$ cat src/rtl/request_unit_if.sv
// Bus bundle between the request unit, control unit, datapath PC and memory controller.
// The master modport is the request unit's view; slave is the surrounding system.
interface request_unit_if;
   logic       ihit;
   logic       dhit;
   logic       dread;
   logic [1:0] dwrite;
   logic [1:0] daddr_lo;
   logic       halt;
   logic       imemREN;
   logic       dmemREN;
   logic       dmemWEN;
   logic [3:0] dmem_strb;
   logic       pc_en;
   logic       misalign;
   logic       timeout;

   modport master (
      input  ihit, dhit, dread, dwrite, daddr_lo, halt,
      output imemREN, dmemREN, dmemWEN, dmem_strb, pc_en, misalign, timeout
   );

   modport slave (
      output ihit, dhit, dread, dwrite, daddr_lo, halt,
      input  imemREN, dmemREN, dmemWEN, dmem_strb, pc_en, misalign, timeout
   );
endinterface

$ cat src/rtl/request_unit.sv
// Sequences instruction fetch then an optional data access per instruction, holding the
// data request until dhit or timeout and stalling the PC until the instruction completes.
module request_unit #(
   parameter int unsigned TIMEOUT_CYCLES = 255,
   parameter int unsigned CNT_W          = 8
) (
   input logic           CLK,
   input logic           RST,
   request_unit_if.master bus
);

   typedef enum logic [1:0] {
      FETCH  = 2'd0,
      DATA   = 2'd1,
      HALTED = 2'd2
   } state_t;

   localparam logic [CNT_W-1:0] LAST_CNT = CNT_W'(TIMEOUT_CYCLES - 1);

   state_t           state;
   logic [CNT_W-1:0] count;

   logic       store;
   logic       access;
   logic       misaligned;
   logic [3:0] strb_next;

   // NOTE: every always_comb output gets a default first so no path can infer a latch.
   always_comb begin
      store      = (bus.dwrite != 2'b00);
      access     = store | bus.dread;
      misaligned = 1'b0;
      strb_next  = 4'b0000;
      unique case (bus.dwrite)
         2'b01: strb_next = 4'b0001 << bus.daddr_lo;
         2'b10: begin
            strb_next  = 4'b0011 << {bus.daddr_lo[1], 1'b0};
            misaligned = bus.daddr_lo[0];
         end
         2'b11: begin
            strb_next  = 4'b1111;
            misaligned = (bus.daddr_lo != 2'b00);
         end
         default: strb_next = 4'b0000;
      endcase
   end

   // Fetch and PC advance are combinational so a single-cycle memory gives one instr/cycle.
   assign bus.imemREN = (state == FETCH) && !bus.halt;
   assign bus.pc_en   = ((state == FETCH) && !bus.halt && bus.ihit && !access) ||
                        ((state == DATA) && bus.dhit);

   // NOTE: sequential state uses non-blocking assignments so every register samples
   // pre-edge values regardless of statement order.
   always_ff @(posedge CLK or posedge RST) begin
      if (RST) begin
         state         <= FETCH;
         count         <= '0;
         bus.dmemREN   <= 1'b0;
         bus.dmemWEN   <= 1'b0;
         bus.dmem_strb <= 4'b0000;
         bus.misalign  <= 1'b0;
         bus.timeout   <= 1'b0;
      end else begin
         unique case (state)
            FETCH: begin
               if (bus.halt) begin
                  state <= HALTED;
               end else if (bus.ihit && access) begin
                  if (misaligned) begin
                     bus.misalign <= 1'b1;
                     state        <= HALTED;
                  end else begin
                     // A store takes precedence over a simultaneous load request.
                     bus.dmemWEN   <= store;
                     bus.dmemREN   <= bus.dread & ~store;
                     bus.dmem_strb <= strb_next;
                     count         <= '0;
                     state         <= DATA;
                  end
               end
            end
            DATA: begin
               if (bus.dhit) begin
                  bus.dmemREN   <= 1'b0;
                  bus.dmemWEN   <= 1'b0;
                  bus.dmem_strb <= 4'b0000;
                  state         <= FETCH;
               end else if (count == LAST_CNT) begin
                  bus.timeout   <= 1'b1;
                  bus.dmemREN   <= 1'b0;
                  bus.dmemWEN   <= 1'b0;
                  bus.dmem_strb <= 4'b0000;
                  state         <= HALTED;
               end else begin
                  count <= count + 1'b1;
               end
            end
            HALTED: begin
               bus.dmemREN   <= 1'b0;
               bus.dmemWEN   <= 1'b0;
               bus.dmem_strb <= 4'b0000;
            end
            default: begin
               bus.dmemREN   <= 1'b0;
               bus.dmemWEN   <= 1'b0;
               bus.dmem_strb <= 4'b0000;
               state         <= HALTED;
            end
         endcase
      end
   end

endmodule

$ cat src/flat_wrapper.sv
// flat-port wrapper written by rule: the top's interface ports become plain ports
module request_unit_flat 
#(
   parameter int unsigned TIMEOUT_CYCLES = 255,
   parameter int unsigned CNT_W          = 8
)
  (CLK, RST, bus_ihit, bus_dhit, bus_dread, bus_dwrite, bus_daddr_lo, bus_halt, bus_imemREN, bus_dmemREN, bus_dmemWEN, bus_dmem_strb, bus_pc_en, bus_misalign, bus_timeout);
  request_unit_if bus_i ();
  input logic CLK;
  input logic RST;
  input wire logic [$bits(bus_i.ihit)-1:0] bus_ihit;
  input wire logic [$bits(bus_i.dhit)-1:0] bus_dhit;
  input wire logic [$bits(bus_i.dread)-1:0] bus_dread;
  input wire logic [$bits(bus_i.dwrite)-1:0] bus_dwrite;
  input wire logic [$bits(bus_i.daddr_lo)-1:0] bus_daddr_lo;
  input wire logic [$bits(bus_i.halt)-1:0] bus_halt;
  output wire logic [$bits(bus_i.imemREN)-1:0] bus_imemREN;
  output wire logic [$bits(bus_i.dmemREN)-1:0] bus_dmemREN;
  output wire logic [$bits(bus_i.dmemWEN)-1:0] bus_dmemWEN;
  output wire logic [$bits(bus_i.dmem_strb)-1:0] bus_dmem_strb;
  output wire logic [$bits(bus_i.pc_en)-1:0] bus_pc_en;
  output wire logic [$bits(bus_i.misalign)-1:0] bus_misalign;
  output wire logic [$bits(bus_i.timeout)-1:0] bus_timeout;
  assign bus_i.ihit = bus_ihit;
  assign bus_i.dhit = bus_dhit;
  assign bus_i.dread = bus_dread;
  assign bus_i.dwrite = bus_dwrite;
  assign bus_i.daddr_lo = bus_daddr_lo;
  assign bus_i.halt = bus_halt;
  assign bus_imemREN = bus_i.imemREN;
  assign bus_dmemREN = bus_i.dmemREN;
  assign bus_dmemWEN = bus_i.dmemWEN;
  assign bus_dmem_strb = bus_i.dmem_strb;
  assign bus_pc_en = bus_i.pc_en;
  assign bus_misalign = bus_i.misalign;
  assign bus_timeout = bus_i.timeout;
  request_unit #(.TIMEOUT_CYCLES(TIMEOUT_CYCLES), .CNT_W(CNT_W)) u_core (.CLK(CLK), .RST(RST), .bus(bus_i));
endmodule
$ cat config.mk
export PLATFORM = sky130hd
export DESIGN_NAME = request_unit_flat
export DESIGN_NICKNAME = d
export VERILOG_FILES = /design/src/rtl/request_unit_if.sv /design/src/rtl/request_unit.sv /design/src/flat_wrapper.sv
export SDC_FILE = /design/constraint.sdc
export NUM_CORES = 1
export LEC_CHECK = 0
export CORE_MARGIN = 5
export CORE_UTILIZATION = 60
export DETAILED_ROUTE_END_ITERATION = 6
export DONT_BUFFER_PORTS = 1
export PLACE_DENSITY = 0.73
export SYNTH_ARGS = -nofsm -noshare
export SYNTH_HDL_FRONTEND = slang
export SYNTH_SLANG_ARGS = --single-unit
$ cat constraint.sdc
create_clock -name CLK -period 2.3 [get_ports CLK]
set_clock_uncertainty 0.1 [all_clocks]
set_input_delay 0.345 -clock CLK [delete_from_list [all_inputs] [get_ports CLK]]
set_output_delay 0.345 -clock CLK [all_outputs]
set_load 0.005 [all_outputs]
Word-level counts from Yosys, hierarchy flattened
Cells that the tools add are included.

Add/sub/neg operators: 1. Equal/unequal tests: 13. Shift operators: 2. Multiplexer cells: 30. Bitwise gates (word level): 6. Reduce and logical (&&, ||, !) cells: 17.

Operator list (number): two-way mux 8 bit (5); two-way mux 4 bit (5); one-hot mux 8 bit (2 select lines) (1); one-hot mux 4 bit (3 select lines) (1); two-way mux 2 bit (5); inequality test 2 bit, second input constant (5); adder 8 x 1 -> 8 bit, second input constant (1); equality test 8 bit, second input constant (1); two-way mux 1 bit (8); one-hot mux 4 bit (2 select lines) (1); AND reduction 4 bit (2); equality test 2 bit, second input constant (3); inequality test 3 bit, second input constant (2); one-hot mux 1 bit (2 select lines) (3); one-hot mux 2 bit (3 select lines) (1); AND reduction 3 bit (2); AND reduction 6 bit (1); nonzero test 2 bit (3); logical AND 1 bit (5); equality test 2 x 1 -> 1 bit, second input constant (2); NOT 1 bit (4); << shifter 1 x 2 -> 4 bit, first input constant (1); << shifter 2 x 2 -> 4 bit, first input constant (1); zero test 1 bit (2); other kinds (4) (4).

Register bits: 18.

Depth between registers and ports, before layout
Gate-level depths: netlist of run 1.

Depth in word-level cells: 7. Mapped depth: 7. Gate-level depth less buffers: 7.

Least setup slack after synthesis of run 1
OpenSTA, ideal clock, no wires.

Path type: reg2reg. Start: register u_core.count[0]. End: register u_core.bus.dmem_strb[0]. Setup time: 0.121 ns. Arrival: 1.401 ns. Required time: 2.079 ns. Path slack: 0.678 ns. Stages on the path, launching flop included: 7. Clock period less this slack: 1.622 ns. Path through: dfrtp_1 > inv_1 > ha_1 > nand4_1 > o21ai_1 > o31ai_2 > a22o_2.

Cells in the longest elaborated chain, start to end: 3.

Ends and longest elaborated chain: start, declared (line request_unit.sv:21) `logic [CNT_W-1:0] count;`; start signal, assigned (line request_unit.sv:96) `count <= count + 1'b1;`; equality test 8 bit (line request_unit.sv:89) `end else if (count == LAST_CNT) begin`; inequality test 3 bit (no source line); AND reduction 4 bit (no source line); end signal, assigned (line request_unit.sv:77) `bus.dmem_strb <= strb_next;`; end, declared (line request_unit_if.sv:20) `output imemREN, dmemREN, dmemWEN, dmem_strb, pc_en, misalign, timeout`.

Every way passes these cells. A chain may end at the register's enable or synchronous reset.

Final worst setup path of run 1
Start: register u_core.state[0]. End: output bus_pc_en.

Cells in the longest elaborated chain, start to end: 5. Elaborated cells between the ends (all ways): 7.

Ends and longest elaborated chain: start, declared (line request_unit.sv:20) `state_t state;`; start signal, assigned (line request_unit.sv:57) `state <= FETCH;`; start signal, assigned (line request_unit.sv:68) `state <= HALTED;`; start signal, assigned (line request_unit.sv:72) `state <= HALTED;`; zero test 2 bit (line request_unit.sv:50) `assign bus.pc_en = ((state == FETCH) && !bus.halt && bus.ihit && !access) ||`; logical AND 1 bit (3 in series) (line request_unit.sv:50); logical OR 1 bit * (line request_unit.sv:50); end, declared (line flat_wrapper.sv:21) `output wire logic [$bits(bus_i.pc_en)-1:0] bus_pc_en;`.

Mark *: on every way between the ends. The rest lies on a longest branch, timed or not.

==> out/metrics.yaml, run 1 <==
timing:
  fmax_mhz: 536
  setup_viol_count_final: 0
  rsz0062_at_grt: "no"
  worst_pin_slew_ps: 684
  setup_tns_ps: 0
  maxSlewHeadroom_pct: 54.4
  min_period_ps: 1870
  slew_viol_final: 0
  min_period_over_period_pct: 81.2
  finalHoldViolCount: 0
synth:
  yosysWarnings: 0
  async_flop_share_pct: 100
  synth_most_common_cell: "dfrtp_1"
  synth_edf_count: 0
  syn_inst: 95
  yosys.area.top_type: "dfrtp_1"
  synth_cell_types: 38
  synth.area.top_cells: "dfrtp_1, a21oi_1, a22o_2"
  synth_seq_cells: 18
  ys_seq_area_share_pct: 44.2
  syn-num-nets: 107
  synth.avg_cell_area_um2: 10.7
  synth_commonest_cells: "dfrtp_1, a21oi_1, nor2_1, o21ai_0"
  synthesis.area_um2: 1020
  synthFlopType: "dfrtp_1"
  synth_top_area_share_pct: 44.2
setup_path:
  worstPathRequired_ps: 1860
  cp-end-kind: "output pin"
  path_class: "register to output pin"
  crit_buf_inv: 0
  crit_chain: "nor2b_1 > a32o_1"
  cp.arrival_ps: 1420
  worst_path_largest_cell_delay_ps: 490
  startpoint_type: "register"
  crit_fanout: 5
  worst_path_max_delay_cell: "dfrtp_1"
  path_delay_family: "flip-flops"
cts:
  cts-buffers-inserted: 3
  cts_root_buf: "clkbuf_4"
  clock_path_buffers: 2
  post_cts_buffers: 0
  cts_max_level: 1
  cts.sinks: 18
  clk_latency_ps: 290
  cts_tree: "done"
  cts.clk_slew.worst_paths_ps: 110
die:
  die_y_um: 51.2
  num_io_pins: 20
  core-area_um2: 1560
  start_util_pct: 65.3
  row_count: 14
  die_area_um2: 2620
  die_x_um: 51.2
global_routing:
  grt_max_degree: 19
  grt_pass1_vias: 799
  grt_pass1_wl_um: 3680
  overflow: 0
  antenna_found_initial: 0
  grt_usage_pct: 18.5
route:
  first_pass_iters: 4
  viasPerCell: 6.71
  drt-wirelength-per-cell_um: 18.1
  ant_nets: 0
  wirelength_um: 2060
  vias: 765
  drc: 0
  drt_iter0_drc: 13
finish:
  area_growth_pct: 4.30
  diodes: 0
  drive_gt1_share_pct: 18.4
  nets: 111
  fin_cells: 114
  finalInstanceArea_um2: 1060
power_and_ir_drop:
  power_density_nw_per_um2: 527
  leakagePower_nw: 0.489
  peakVddDrop_uv: 403
placed_design:
  port_buffers: 0
  dp_hpwl_um: 1490
  place_area_um2: 1020
  gp_congestion: 0.827
  dp.cells: 109
run_status:
  status: "finished clean"
flow_run:
  cap_violations: 0
min_path:
  hold_class: "primary input to register"
[registers in the layout (all words and copies together) (netlist names)]
register	count
u_core.count	8
u_core.bus.dmem_strb	4
u_core.state	2
u_core.bus.dmemREN	1
u_core.bus.dmemWEN	1
u_core.bus.misalign	1
u_core.bus.timeout	1
[kinds of logic (layout without fill, tap and decap cells)]
family | after synthesis | count (layout) | share of synthesized area [%]
AOI/OAI and AO/OA | 39 | 39 | 31.3
and+or+nand+nor | 27 | 27 | 16.0
DFF | 18 | 18 | 44.2
buffers and inverters | 7 | 10 | 4.05
adders and majority gates | 2 | 2 | 2.46
xor gates and xnor gates | 1 | 1 | 0.860
muxes | 1 | 1 | 1.11
[metrics by stage]
step                power [mW]  utilization (%)  setup WS (ps)  hold WS (ps)
floorplan                0.365                -            678           184
global placement         0.363             65.2            598           267
detailed placement       0.365             65.2            506           280
CTS                      0.563             68.1            457          86.6
global route             0.588             68.1            360          90.3
finish                   0.560             68.1            433          89.3
[area by class of cell]
class                   instances  area (um^2)
multi-input cells              70          527
fillers                       112          497
flip-flops and latches         18          450
clock buffers                   4         36.3
well taps                      16         20.0
inverters                       5         18.8
repair buffers                  1         10.0
[power by group]
group,internal [mW],switching [mW]
Sequential,0.321,0.00496
Combinational,0.0136,0.0205
Clock,0.0965,0.103
[per-layer routing]
layer	wire [um]	up-vias	global-route usage, %	share of wire, %
met5	0	-	0	0
met3	152	2	3.49	7.4
li1	-	369	-	-
met1	949	364	24.8	46
met2	929	30	28.5	45
met4	27	0	9.42	1.3
[path summary, 6_finish.rpt]
| kind | startpoint | endpoint | slack, ps | cells past startpoint |
|---|---|---|---|---|
| setup reg to reg | u_core.count[0]$_DFFE_PP0P_ | u_core.bus.dmem_strb[3]$_DFFE_PP0P_ | 490 | 6 |
| max in group asynchronous | RST | u_core.count[5]$_DFFE_PP0P_ | 1180 | 2 |
| hold reg to reg | u_core.bus.timeout$_DFFE_PP0P_ | u_core.bus.timeout$_DFFE_PP0P_ | 410 | 1 |
| hold / removal | bus_ihit | u_core.state[1]$_DFFE_PP0P_ | 90 | 2 |
| setup / recovery | u_core.state[0]$_DFFE_PP0P_ | bus_pc_en | 430 | 2 |
| min in group asynchronous | RST | u_core.count[3]$_DFFE_PP0P_ | 490 | 2 |
[cells in the final DEF, fill, tap and decap left out, types with 3 or more instances in the layout]
cell,count
clkbuf_4,3
nand2_1,3
dfrtp_1,18
a31oi_1,3
a22o_2,3
o21ai_0,5
nand2b_1,3
and3_1,3
inv_1,4
nor2_1,5
a21oi_1,7
nand3_1,4
[timing repair]
action	in CTS	in global routing
resized for setup	0	0
endpoints found under the hold margin	18	0
hold buffers	1	0
No activity file was read; power rests on OpenSTA's default activity.
==> run 2, diff against run 1 <==
CORE_ASPECT_RATIO = 0.7   (was not set)
CORE_UTILIZATION = 54   (was 60)
PLACE_DENSITY = 0.69   (was 0.73)
clock period = 1.6 ns   (was 2.3 ns; I/O delays follow)
==> run 2 against run 1 <==
The flow now finishes with violations (setup timing). Highest routed layer unchanged. Hold slack worse by 83 ps. Clock-buffer cell count unchanged. Cell count up 26%. Largest power group unchanged. Sequential power up 44%.
==> out/metrics.yaml, run 2 (same netlist as run 1, synthesis figures left out) <==
route:
  vias: 884  # was 765
  drt_iter0_drc: 44  # was 13
  first_pass_iters: 4  # unchanged
  top_layer: "met4"  # unchanged
  drc: 0  # unchanged
  drt-wirelength-per-cell_um: 18.2  # was 18.1 um
  ant_nets: 0  # unchanged
  wirelength_um: 2620  # was 2060 um
  dr_wl_met3_um: 224  # was 152 um
  dr_wl_met2_um: 1220  # was 929 um
  viasPerCell: 6.14  # was 6.71
  wl_met1_um: 1150  # was 949 um
placed_design:
  port_buffers: 0  # unchanged
  place_area_um2: 1130  # was 1020 um^2
  dp_hpwl_um: 1750  # was 1490 um
  place_ws_ps: -161  # was 506 ps
  gp_congestion: 0.818  # was 0.827
die:
  row_count: 13  # was 14
  die_y_um: 46.3  # was 51.2 um
  start_util_pct: 55.9  # was 65.3%
  num_io_pins: 20  # unchanged
  die_x_um: 61.9  # was 51.2 um
  core-area_um2: 1820  # was 1560 um^2
  die_area_um2: 2870  # was 2620 um^2
finish:
  fin_util_pct: 74.9  # was 68.1%
  drive_gt1_share_pct: 44.3  # was 18.4%
  area_growth_pct: 33.9  # was 4.30%
  final-seq-area_um2: 452  # was 450 um^2
  fillCellCount: 123  # was 112
  largest-register: "u_core.count"  # unchanged
  nets: 135  # was 111
  layout_commonest_cell: "buf_4"  # was dfrtp_1
  diodes: 0  # unchanged
  multiInputGateArea_um2: 622  # was 527 um^2
  finalInstanceArea_um2: 1360  # was 1060 um^2
  layout_common_cells: "buf_4, dfrtp_1, a21oi_1, o21ai_0, nor2_1"  # was dfrtp_1, a21oi_1, o21ai_0, nor2_1
  reg.largest.list: "u_core.count x8, u_core.bus.dmem_strb x4, u_core.state x2"  # unchanged
  largest_reg_flops: 8  # unchanged
timing:
  maxSlewHeadroom_pct: 77.5  # was 54.4%
  setup_viol_count_final: 15  # was 0
  setup_tns_ps: -938  # was 0 ps
  slew_viol_final: 0  # unchanged
  fin_ws_ps: -94.6  # was 433 ps
  finalHoldViolCount: 0  # unchanged
  rsz0062_at_grt: "yes"  # was no
  min_period_ps: 1690
  min_period_over_period_pct: 106
  fmax_mhz: 590
  worst_pin_slew_ps: 338  # was 684 ps
global_routing:
  overflow: 0  # unchanged
  grt_max_degree: 14  # was 19
  grt_usage_pct: 21.0  # was 18.5%
  grt_pass1_vias: 857  # was 799
  grt_pass1_wl_um: 4210  # was 3680 um
  antenna_found_initial: 0  # unchanged
power_and_ir_drop:
  power_density_nw_per_um2: 614  # was 527 nW/um^2
  leakagePower_nw: 0.627  # was 0.489 nW
  finalPower_mw: 0.837  # was 0.560 mW
  peakVddDrop_uv: 569  # was 403 uV
setup_path:
  cp.arrival_ps: 1790  # was 1420 ps
  path_class: "register to register"  # was register to output pin
  cp-end-kind: "register"  # was output pin
  startpoint_type: "register"  # unchanged
  crit_fanout: 4  # was 5
  worstPathRequired_ps: 1690  # was 1860 ps
min_path:
  hold_class: "primary input to register"  # unchanged
cts:
  cts_tree: "done"  # unchanged
  clk_latency_ps: 300  # was 290 ps
  cts_root_buf: "clkbuf_4"  # unchanged
  cts.clk_slew.worst_paths_ps: 100  # was 110 ps
  clock_path_buffers: 2  # unchanged
  cts_max_level: 1  # unchanged
  cts.sinks: 18  # unchanged
  cts-buffers-inserted: 3  # unchanged
flow_run:
  cap_violations: 0  # unchanged
run_status:
  violations: "setup timing"
  status: "complete, but fails checks"  # was finished clean
[run 2: changes by cell type in the layout (fill, tap and decap cells not counted), sizes merged]
cell	previous run	this run
buf	0	21
dlygate4sd3	1	4
[run 2: repair_timing]
item                                    in CTS  in global routing
gates resized for setup                     12                 11
setup buffers                                4                  3
hold buffers                                 4                  0
endpoints found under the setup margin      14                 17
cloned                                       0                  0
pin swaps                                    9                  3
hold endpoints to repair                    21                  0
[run 2: final timing paths]
| path | end | from | slack, ps | cells past startpoint |
|---|---|---|---|---|
| max | u_core.count[6]$_DFFE_PP0P_ | u_core.count[0]$_DFFE_PP0P_ | -90 | 6 |
| min | u_core.bus.dmemWEN$_DFFE_PP0P_ | bus_dwrite[1] | 7 | 2 |
| max reg2reg | u_core.count[6]$_DFFE_PP0P_ | u_core.count[0]$_DFFE_PP0P_ | -90 | 6 |
| min reg2reg | u_core.bus.timeout$_DFFE_PP0P_ | u_core.bus.timeout$_DFFE_PP0P_ | 410 | 1 |
| max in group asynchronous | u_core.state[0]$_DFFE_PP0P_ | RST | 780 | 3 |
| min in group asynchronous | u_core.bus.dmem_strb[1]$_DFFE_PP0P_ | RST | 170 | 2 |
[run 2: final cells by class]
class	instances	area share, %
multi-input cells	70	45.6
flip-flops and latches	18	33.1
repair buffers	25	15.0
clock buffers	4	2.66
well taps	22	2.02
inverters	5	1.56
[run 2: report_power, final]
part           total, mW  internal (mW)  switching (mW)  leakage, nW
clock network      0.281          0.139           0.142       0.0210
registers          0.470          0.461         0.00830        0.240
logic             0.0865         0.0446          0.0418        0.365
[run 2: per-stage QoR]
| step | hold slack [ps] | instances |
|---|---|---|
| floorplan | 78.6 | 95 |
| global placement | -60.1 | 129 |
| detailed placement | -54.5 | 129 |
| CTS | 3.69 | 141 |
| global route | 3.49 | 144 |
| finish | 6.69 | 144 |
[run 2: worst max-delay path: stages (launching register included)]
cell	delay (ps)
dfrtp_1	430
buf_4	150
ha_2	180
and3_4	180
nand3_2	70
mux2_4	300
a22o_1	180
[run 2: per-layer routing]
metal | global-route usage, % | up-vias
met4 | 6.78 | 0
li1 | - | 413
met2 | 30.3 | 39
met3 | 6.72 | 2
met1 | 29.6 | 430
met5 | 0 | -
